## src/rtl/rect_fill_engine_if.sv

```systemverilog
// Command and pixel-port bundle between the game controller, the rectangle
// engine and the VGA adapter write port.
interface rect_fill_engine_if #(
    parameter int X_W      = 8,
    parameter int Y_W      = 7,
    parameter int COLOUR_W = 3
);
    // Command side
    logic                start;
    logic [X_W-1:0]      x0;
    logic [Y_W-1:0]      y0;
    logic [X_W-1:0]      width;
    logic [Y_W-1:0]      height;
    logic [COLOUR_W-1:0] colour_in;
    logic                mode;
    logic                busy;
    logic                done;

    // Adapter side
    logic [X_W-1:0]      x;
    logic [Y_W-1:0]      y;
    logic [COLOUR_W-1:0] colour;
    logic                plot;

    modport master (
        output start, x0, y0, width, height, colour_in, mode,
        input  x, y, colour, plot, busy, done
    );

    modport slave (
        input  start, x0, y0, width, height, colour_in, mode,
        output x, y, colour, plot, busy, done
    );
endinterface

```

## src/rtl/rect_fill_engine.sv

```systemverilog
// Rectangle raster engine: optional full-screen clear after reset, then clipped
// solid or outline rectangles, one registered pixel per clock.
module rect_fill_engine #(
    parameter int                  SCREEN_W       = 160,
    parameter int                  SCREEN_H       = 120,
    parameter int                  X_W            = 8,
    parameter int                  Y_W            = 7,
    parameter int                  COLOUR_W       = 3,
    parameter bit                  CLEAR_ON_RESET = 1'b1,
    parameter logic [COLOUR_W-1:0] CLEAR_COLOUR   = 3'b111
) (
    input  logic                    clock,
    input  logic                    resetn,
    rect_fill_engine_if.slave       bus
);

    localparam logic [X_W:0]   SW    = (X_W+1)'(SCREEN_W);
    localparam logic [Y_W:0]   SH    = (Y_W+1)'(SCREEN_H);
    localparam logic [X_W-1:0] X_MAX = X_W'(SCREEN_W - 1);
    localparam logic [Y_W-1:0] Y_MAX = Y_W'(SCREEN_H - 1);

    typedef enum logic [1:0] {
        S_CLEAR,
        S_IDLE,
        S_DRAW,
        S_FINISH
    } state_t;

    state_t              state_q, state_d;
    logic [X_W-1:0]      x_q, x_d;
    logic [Y_W-1:0]      y_q, y_d;
    logic [COLOUR_W-1:0] colour_q, colour_d;
    logic                plot_q, plot_d;
    logic                busy_q, busy_d;
    logic                done_q, done_d;

    // Command latched at accept: origin, last column/row and mode
    logic [X_W-1:0]      x0_q, x0_d, xl_q, xl_d;
    logic [Y_W-1:0]      y0_q, y0_d, yl_q, yl_d;
    logic                mode_q, mode_d;

    // Clipped extents, computed one bit wider so SCREEN - origin cannot wrap
    logic [X_W:0] x_room, ew, x_last;
    logic [Y_W:0] y_room, eh, y_last;

    assign x_room = ({1'b0, bus.x0} >= SW) ? '0 : SW - {1'b0, bus.x0};
    assign y_room = ({1'b0, bus.y0} >= SH) ? '0 : SH - {1'b0, bus.y0};
    assign ew     = ({1'b0, bus.width}  < x_room) ? {1'b0, bus.width}  : x_room;
    assign eh     = ({1'b0, bus.height} < y_room) ? {1'b0, bus.height} : y_room;
    assign x_last = {1'b0, bus.x0} + ew - 1'b1;
    assign y_last = {1'b0, bus.y0} + eh - 1'b1;

    // NOTE: every signal written here gets a default first, so no path leaves a
    // value unassigned and no latch is inferred.
    always_comb begin
        state_d  = state_q;
        x_d      = x_q;
        y_d      = y_q;
        colour_d = colour_q;
        plot_d   = 1'b0;
        busy_d   = 1'b0;
        done_d   = 1'b0;
        x0_d     = x0_q;
        y0_d     = y0_q;
        xl_d     = xl_q;
        yl_d     = yl_q;
        mode_d   = mode_q;

        unique case (state_q)
            S_CLEAR: begin
                busy_d   = 1'b1;
                plot_d   = 1'b1;
                colour_d = CLEAR_COLOUR;
                // plot low means (0,0) has not been presented yet
                if (!plot_q) begin
                    x_d = '0;
                    y_d = '0;
                end else if (x_q == X_MAX) begin
                    if (y_q == Y_MAX) begin
                        state_d = S_FINISH;
                        busy_d  = 1'b0;
                        plot_d  = 1'b0;
                        done_d  = 1'b1;
                    end else begin
                        x_d = '0;
                        y_d = y_q + 1'b1;
                    end
                end else begin
                    x_d = x_q + 1'b1;
                end
            end

            S_IDLE: begin
                if (bus.start) begin
                    x0_d     = bus.x0;
                    y0_d     = bus.y0;
                    xl_d     = x_last[X_W-1:0];
                    yl_d     = y_last[Y_W-1:0];
                    mode_d   = bus.mode;
                    colour_d = bus.colour_in;
                    if (ew == '0 || eh == '0) begin
                        state_d = S_FINISH;
                        done_d  = 1'b1;
                    end else begin
                        // First pixel sits on the top row, so it is always a border pixel
                        state_d = S_DRAW;
                        busy_d  = 1'b1;
                        plot_d  = 1'b1;
                        x_d     = bus.x0;
                        y_d     = bus.y0;
                    end
                end
            end

            S_DRAW: begin
                busy_d = 1'b1;
                if (x_q == xl_q && y_q == yl_q) begin
                    state_d = S_FINISH;
                    busy_d  = 1'b0;
                    done_d  = 1'b1;
                end else begin
                    if (x_q == xl_q) begin
                        x_d = x0_q;
                        y_d = y_q + 1'b1;
                    end else begin
                        x_d = x_q + 1'b1;
                    end
                    // NOTE: blocking assignments in combinational logic, so x_d/y_d
                    // read back here already hold the next pixel position.
                    plot_d = !mode_q || x_d == x0_q || x_d == xl_q ||
                             y_d == y0_q || y_d == yl_q;
                end
            end

            S_FINISH: state_d = S_IDLE;

            default: state_d = S_IDLE;
        endcase
    end

    always_ff @(posedge clock) begin
        if (!resetn) begin
            state_q  <= CLEAR_ON_RESET ? S_CLEAR : S_IDLE;
            x_q      <= '0;
            y_q      <= '0;
            colour_q <= '0;
            plot_q   <= 1'b0;
            busy_q   <= 1'b0;
            done_q   <= 1'b0;
        end else begin
            state_q  <= state_d;
            x_q      <= x_d;
            y_q      <= y_d;
            colour_q <= colour_d;
            plot_q   <= plot_d;
            busy_q   <= busy_d;
            done_q   <= done_d;
        end
    end

    // NOTE: command registers carry no reset; they are always loaded on accept
    // before any state reads them.
    always_ff @(posedge clock) begin
        x0_q   <= x0_d;
        y0_q   <= y0_d;
        xl_q   <= xl_d;
        yl_q   <= yl_d;
        mode_q <= mode_d;
    end

    assign bus.x      = x_q;
    assign bus.y      = y_q;
    assign bus.colour = colour_q;
    assign bus.plot   = plot_q;
    assign bus.busy   = busy_q;
    assign bus.done   = done_q;

endmodule

```

## src/flat_wrapper.sv

```systemverilog
// flat-port wrapper written by rule: the top's interface ports become plain ports
module rect_fill_engine_flat 
#(
    parameter int                  SCREEN_W       = 160,
    parameter int                  SCREEN_H       = 120,
    parameter int                  X_W            = 8,
    parameter int                  Y_W            = 7,
    parameter int                  COLOUR_W       = 3,
    parameter bit                  CLEAR_ON_RESET = 1'b1,
    parameter logic [COLOUR_W-1:0] CLEAR_COLOUR   = 3'b111
)
  (clock, resetn, bus_start, bus_x0, bus_y0, bus_width, bus_height, bus_colour_in, bus_mode, bus_x, bus_y, bus_colour, bus_plot, bus_busy, bus_done);
  rect_fill_engine_if #(.X_W(X_W), .Y_W(Y_W), .COLOUR_W(COLOUR_W)) bus_i ();
  input  logic clock;
  input  logic resetn;
  input wire logic [$bits(bus_i.start)-1:0] bus_start;
  input wire logic [$bits(bus_i.x0)-1:0] bus_x0;
  input wire logic [$bits(bus_i.y0)-1:0] bus_y0;
  input wire logic [$bits(bus_i.width)-1:0] bus_width;
  input wire logic [$bits(bus_i.height)-1:0] bus_height;
  input wire logic [$bits(bus_i.colour_in)-1:0] bus_colour_in;
  input wire logic [$bits(bus_i.mode)-1:0] bus_mode;
  output wire logic [$bits(bus_i.x)-1:0] bus_x;
  output wire logic [$bits(bus_i.y)-1:0] bus_y;
  output wire logic [$bits(bus_i.colour)-1:0] bus_colour;
  output wire logic [$bits(bus_i.plot)-1:0] bus_plot;
  output wire logic [$bits(bus_i.busy)-1:0] bus_busy;
  output wire logic [$bits(bus_i.done)-1:0] bus_done;
  assign bus_i.start = bus_start;
  assign bus_i.x0 = bus_x0;
  assign bus_i.y0 = bus_y0;
  assign bus_i.width = bus_width;
  assign bus_i.height = bus_height;
  assign bus_i.colour_in = bus_colour_in;
  assign bus_i.mode = bus_mode;
  assign bus_x = bus_i.x;
  assign bus_y = bus_i.y;
  assign bus_colour = bus_i.colour;
  assign bus_plot = bus_i.plot;
  assign bus_busy = bus_i.busy;
  assign bus_done = bus_i.done;
  rect_fill_engine #(.SCREEN_W(SCREEN_W), .SCREEN_H(SCREEN_H), .X_W(X_W), .Y_W(Y_W), .COLOUR_W(COLOUR_W), .CLEAR_ON_RESET(CLEAR_ON_RESET), .CLEAR_COLOUR(CLEAR_COLOUR)) u_core (.clock(clock), .resetn(resetn), .bus(bus_i));
endmodule
```

## config.mk

```make
export PLATFORM = sky130hd
export DESIGN_NAME = rect_fill_engine_flat
export DESIGN_NICKNAME = d
export VERILOG_FILES = /design/src/rtl/rect_fill_engine_if.sv /design/src/rtl/rect_fill_engine.sv /design/src/flat_wrapper.sv
export SDC_FILE = /design/constraint.sdc
export NUM_CORES = 1
export LEC_CHECK = 0
export BUFFER_PORTS_ARGS = -buffer_cell sky130_fd_sc_hd__buf_2
export CAP_MARGIN = 20
export CORE_ASPECT_RATIO = 0.5
export CORE_MARGIN = 4
export CORE_UTILIZATION = 30
export CTS_CLUSTER_DIAMETER = 30
export CTS_CLUSTER_SIZE = 10
export DETAILED_ROUTE_END_ITERATION = 16
export MAX_ROUTING_LAYER = met4
export SYNTH_ARGS = -nofsm -noshare
export SYNTH_HDL_FRONTEND = slang
export SYNTH_SLANG_ARGS = --single-unit
```

## constraint.sdc

```tcl
create_clock -name clock -period 8.6 [get_ports clock]
set_clock_uncertainty 0.05 [all_clocks]
set_input_delay 0 -clock clock [delete_from_list [all_inputs] [get_ports clock]]
set_output_delay 0 -clock clock [all_outputs]
set_load 0.01 [all_outputs]
```

==> metrics.csv <==
stage,metric,value,unit
status,status,"complete, no violations",
placement,dp_hpwl,10400,µm
cts,clockRootBuffer,clkbuf_16,
setup_path,rr_worst_depth,8,
floorplan,dieArea,18500,µm²
timing,rsz0062_at_grt,no,
timing,finalHoldViolations,0,
setup_path,crit_family,compound AO/OA/AOI/OAI gates,
timing,period_needed,5.37,ns
cts,cts_buffer_depth,2,
timing,tns,0,ns
setup_path,cp_num_buf_inv,4,
routing,drt-wirelength-per-cell,15.8,µm
finish,final_nets,731,
setup_path,critPathLaunchType,primary input,
routing,drc,0,
flow_run,max_cap_viol_count,0,
grt,grt_use_total,14.9,%
placement,globalplace.congestion,0.919,
yosys,synth_warnings,0,
cts,clkLatencyLatePin,0.30,ns
yosys,yosysUniqueCellTypes,63,
setup_path,path_depth,25,
floorplan,die_w,189,µm
routing,first_pass_iters,4,
setup_path,rr_startpoint,u_core.bus.x[0],
finish,drive_gt1_share,12.8,%
setup_path,r2r_end,u_core.bus.plot,
power,p_total,1.32,mW
finish,area_growth,17.3,%
floorplan,ios,58,
routing,drt-total-wl,13800,µm
setup_path,crit_top_cell,a21oi_1,
cts,cts_tree,done,
yosys,async_flop_share,0,%
yosys,synth_edf_count,31,
setup_path,reg2reg_slack,5.40,ns
setup_path,startpoint,bus_x0[0],
setup_path,crit_arrival,5.37,ns
timing,timing.slew.headroom,30.5,%
cts,cts.sinks,54,
timing,fin_crit_sh,62.4,%
routing,vias,4419,
grt,grt_pass1_vias,4117,
yosys,postSynthCellCount,582,
setup_path,slowest_stage,dlygate4sd3_1,
setup_path,endpoint_kind,flop,
timing,slew_viol_final,0,
setup_path,slowest_delay,0.53,ns
floorplan,start_util,31.1,%
routing,drt_iter0_markers,341,
placement,portBuffers,57,
yosys,yosys_most_used_dff,edfxtp_1,
cts,cts.clk_slew.worst_paths,0.07,ns
grt,grt_max_degree,33,
yosys,ys_seq_area_share,28.5,%
timing,tightest_slew,1.04,ns
timing,setup_viol,0,
timing,fmax,186,MHz
setup_path,crit_path_max_fanout,18,
yosys,ys_ff_latch,54,
cts,cts_buffers,5,
placement,place_area,5370,µm²
worst_hold_path,hold_class,primary input to flop,
floorplan,die_h,98.3,µm
setup_path,crit_end,u_core.xl_q[7],
power,ir_worst_vdd,0.0963,mV
floorplan,num_rows,32,
cts,htreeDepth,2,
setup_path,path_class,primary input to flop,
grt,antenna_found_initial,4,
routing,vias_per_cell,5.07,
power,power_density,231,nW/µm²
yosys,netlist_area,4890,µm²
finish,final_area,5730,µm²
timing,whs,0.0855,ns
yosys,syn_nets,667,
yosys,synth.avg_cell_area,8.40,µm²
floorplan,core,15700,µm²
cts,postCtsSetupRepairBufs,0,
setup_path,worstPathRequired,8.60,ns
grt,grt_pass1_wl,21700,µm
power,power_leakage,2.38,nW
grt,overflow,0,
routing,postRouteAntennaNets,0,
[layout by cell type (no fill, tap or decap), types with 4 or more instances in the layout]
master / netlist / final
buf_2: 3 / 57
inv_1: 56 / 56
ha_1: 46 / 46
xnor2_1: 44 / 44
nor2_1: 43 / 43
a21oi_1: 40 / 40
nand2_1: 40 / 40
edfxtp_1: 31 / 31
o21ai_0: 29 / 29
xor2_1: 29 / 29
dfxtp_1: 23 / 23
dlygate4sd3_1: 0 / 19
nand3_1: 17 / 17
nor3_1: 16 / 16
nand4_1: 13 / 13
a21o_1: 9 / 9
a22oi_1: 9 / 9
nand2b_1: 8 / 8
nor4_1: 8 / 8
a31oi_1: 7 / 7
o21bai_1: 7 / 7
or2_2: 6 / 6
mux2i_1: 6 / 6
or3_1: 5 / 5
nor2b_1: 5 / 5
a211oi_1: 5 / 5
clkbuf_16: 0 / 5
diode_2: 0 / 4
o21a_1: 4 / 4
and3_1: 4 / 4
a22o_1: 4 / 4
o2bb2ai_1: 4 / 4
[flip-flops by register name, indices dropped and copies added, names as in the netlist]
signal and cells:
u_core.yl_q 7, u_core.xl_q 8, u_core.state_q 2, u_core.bus.colour 3, u_core.bus.plot 1, u_core.y0_q 7
u_core.bus.busy 1, u_core.bus.y 7, u_core.bus.done 1, u_core.bus.x 8, u_core.mode_q 1, u_core.x0_q 8
[power breakdown]
part	switching [mW]	internal (mW)	leakage [nW]
Sequential	0.0772	0.349	0.471
Clock	0.0984	0.117	0.0735
Combinational	0.404	0.277	1.83
[Yosys cell counts (4+ instances only)]
| library cell | number | area share, % |
|---|---|---|
| inv_1 | 56 | 4.3 |
| ha_1 | 46 | 12 |
| xnor2_1 | 44 | 7.9 |
| nor2_1 | 43 | 3.3 |
| a21oi_1 | 40 | 4.1 |
| nand2_1 | 40 | 3.1 |
| edfxtp_1 | 31 | 19 |
| o21ai_0 | 29 | 3.0 |
| xor2_1 | 29 | 5.2 |
| dfxtp_1 | 23 | 9.4 |
| nand3_1 | 17 | 1.7 |
| nor3_1 | 16 | 1.6 |
| clkbuf_1 | 15 | 1.2 |
| nand4_1 | 13 | 1.7 |
| a21o_1 | 9 | 1.4 |
| a22oi_1 | 9 | 1.4 |
| nand2b_1 | 8 | 1.0 |
| nor4_1 | 8 | 1.0 |
| a31oi_1 | 7 | 0.90 |
| o21bai_1 | 7 | 1.1 |
| mux2i_1 | 6 | 1.2 |
| or2_2 | 6 | 0.77 |
| a211oi_1 | 5 | 0.77 |
| nor2b_1 | 5 | 0.64 |
| or3_1 | 5 | 0.64 |
| a22o_1 | 4 | 0.72 |
| and3_1 | 4 | 0.51 |
| o21a_1 | 4 | 0.61 |
| o2bb2ai_1 | 4 | 0.72 |
[final cells by class]
cell class,count,area (µm²)
multi-input cells,451,3200
clock buffers,6,139
clock inverters,2,16.3
flip-flops and latches,54,1390
diodes,4,10.0
well taps,221,277
inverters,56,210
repair buffers,78,490
fillers,1623,9960
[routing by layer]
layer | vias up | track usage (%) | routed length (µm)
met5 | - | - | 0
met4 | 0 | 3.69 | 168
met3 | 12 | 3.00 | 851
met2 | 119 | 21.8 | 5820
met1 | 2074 | 21.1 | 6930
li1 | 2214 | - | -
[metrics by stage]
| stage | std cells | utilization [%] | setup WS [ns] |
|---|---|---|---|
| CTS | 867 | 36.4 | 3.29 |
| detailed placement | 840 | 34.2 | 3.52 |
| global route | 872 | 36.5 | 2.87 |
| finish | 872 | 36.5 | 3.23 |
| floorplan | 582 | - | 3.92 |
| global placement | 840 | 34.2 | 3.66 |
[cell families after synthesis]
| group | synth area share, % |
|---|---|
| adder cells (fa/ha/maj) | 12.6 |
| buffers and inverters | 6.07 |
| flip-flops | 28.5 |
| AO/OA/AOI/OAI | 20.4 |
| XOR/XNOR | 13.1 |
| multiplexers | 1.46 |
| AND/OR/NAND/NOR | 17.9 |
[what timing repair did]
item,4_1_cts,5_1_grt
hold endpoints to repair,19,0
hold buffers,19,0
resized for setup,0,0
[worst min path at each step]
| stage | from | slack, ns | end | cells after the start |
|---|---|---|---|---|
| 3_3_place_gp | bus_mode | 0.13 | u_core.mode_q | 1 |
| 4_1_cts | resetn | 0.08 | u_core.bus.x[4] | 3 |
| 3_5_place_dp | bus_mode | 0.13 | u_core.mode_q | 1 |
| 5_1_grt | resetn | 0.11 | u_core.bus.colour[1] | 2 |
| 6_report | resetn | 0.09 | u_core.bus.x[4] | 3 |
| 2_1_floorplan | bus_mode | 0.05 | u_core.mode_q | 0 |
[worst register-to-register path: cells and delay by family, from the launching register on]
family	cells	cell delay [ns]
multiplexers	1	0.38
flip-flops	1	0.55
AO/OA/AOI/OAI	1	0.21
AND/OR/NAND/NOR	4	1.67
XOR/XNOR	2	0.28
(Power assumes the default switching activity.)
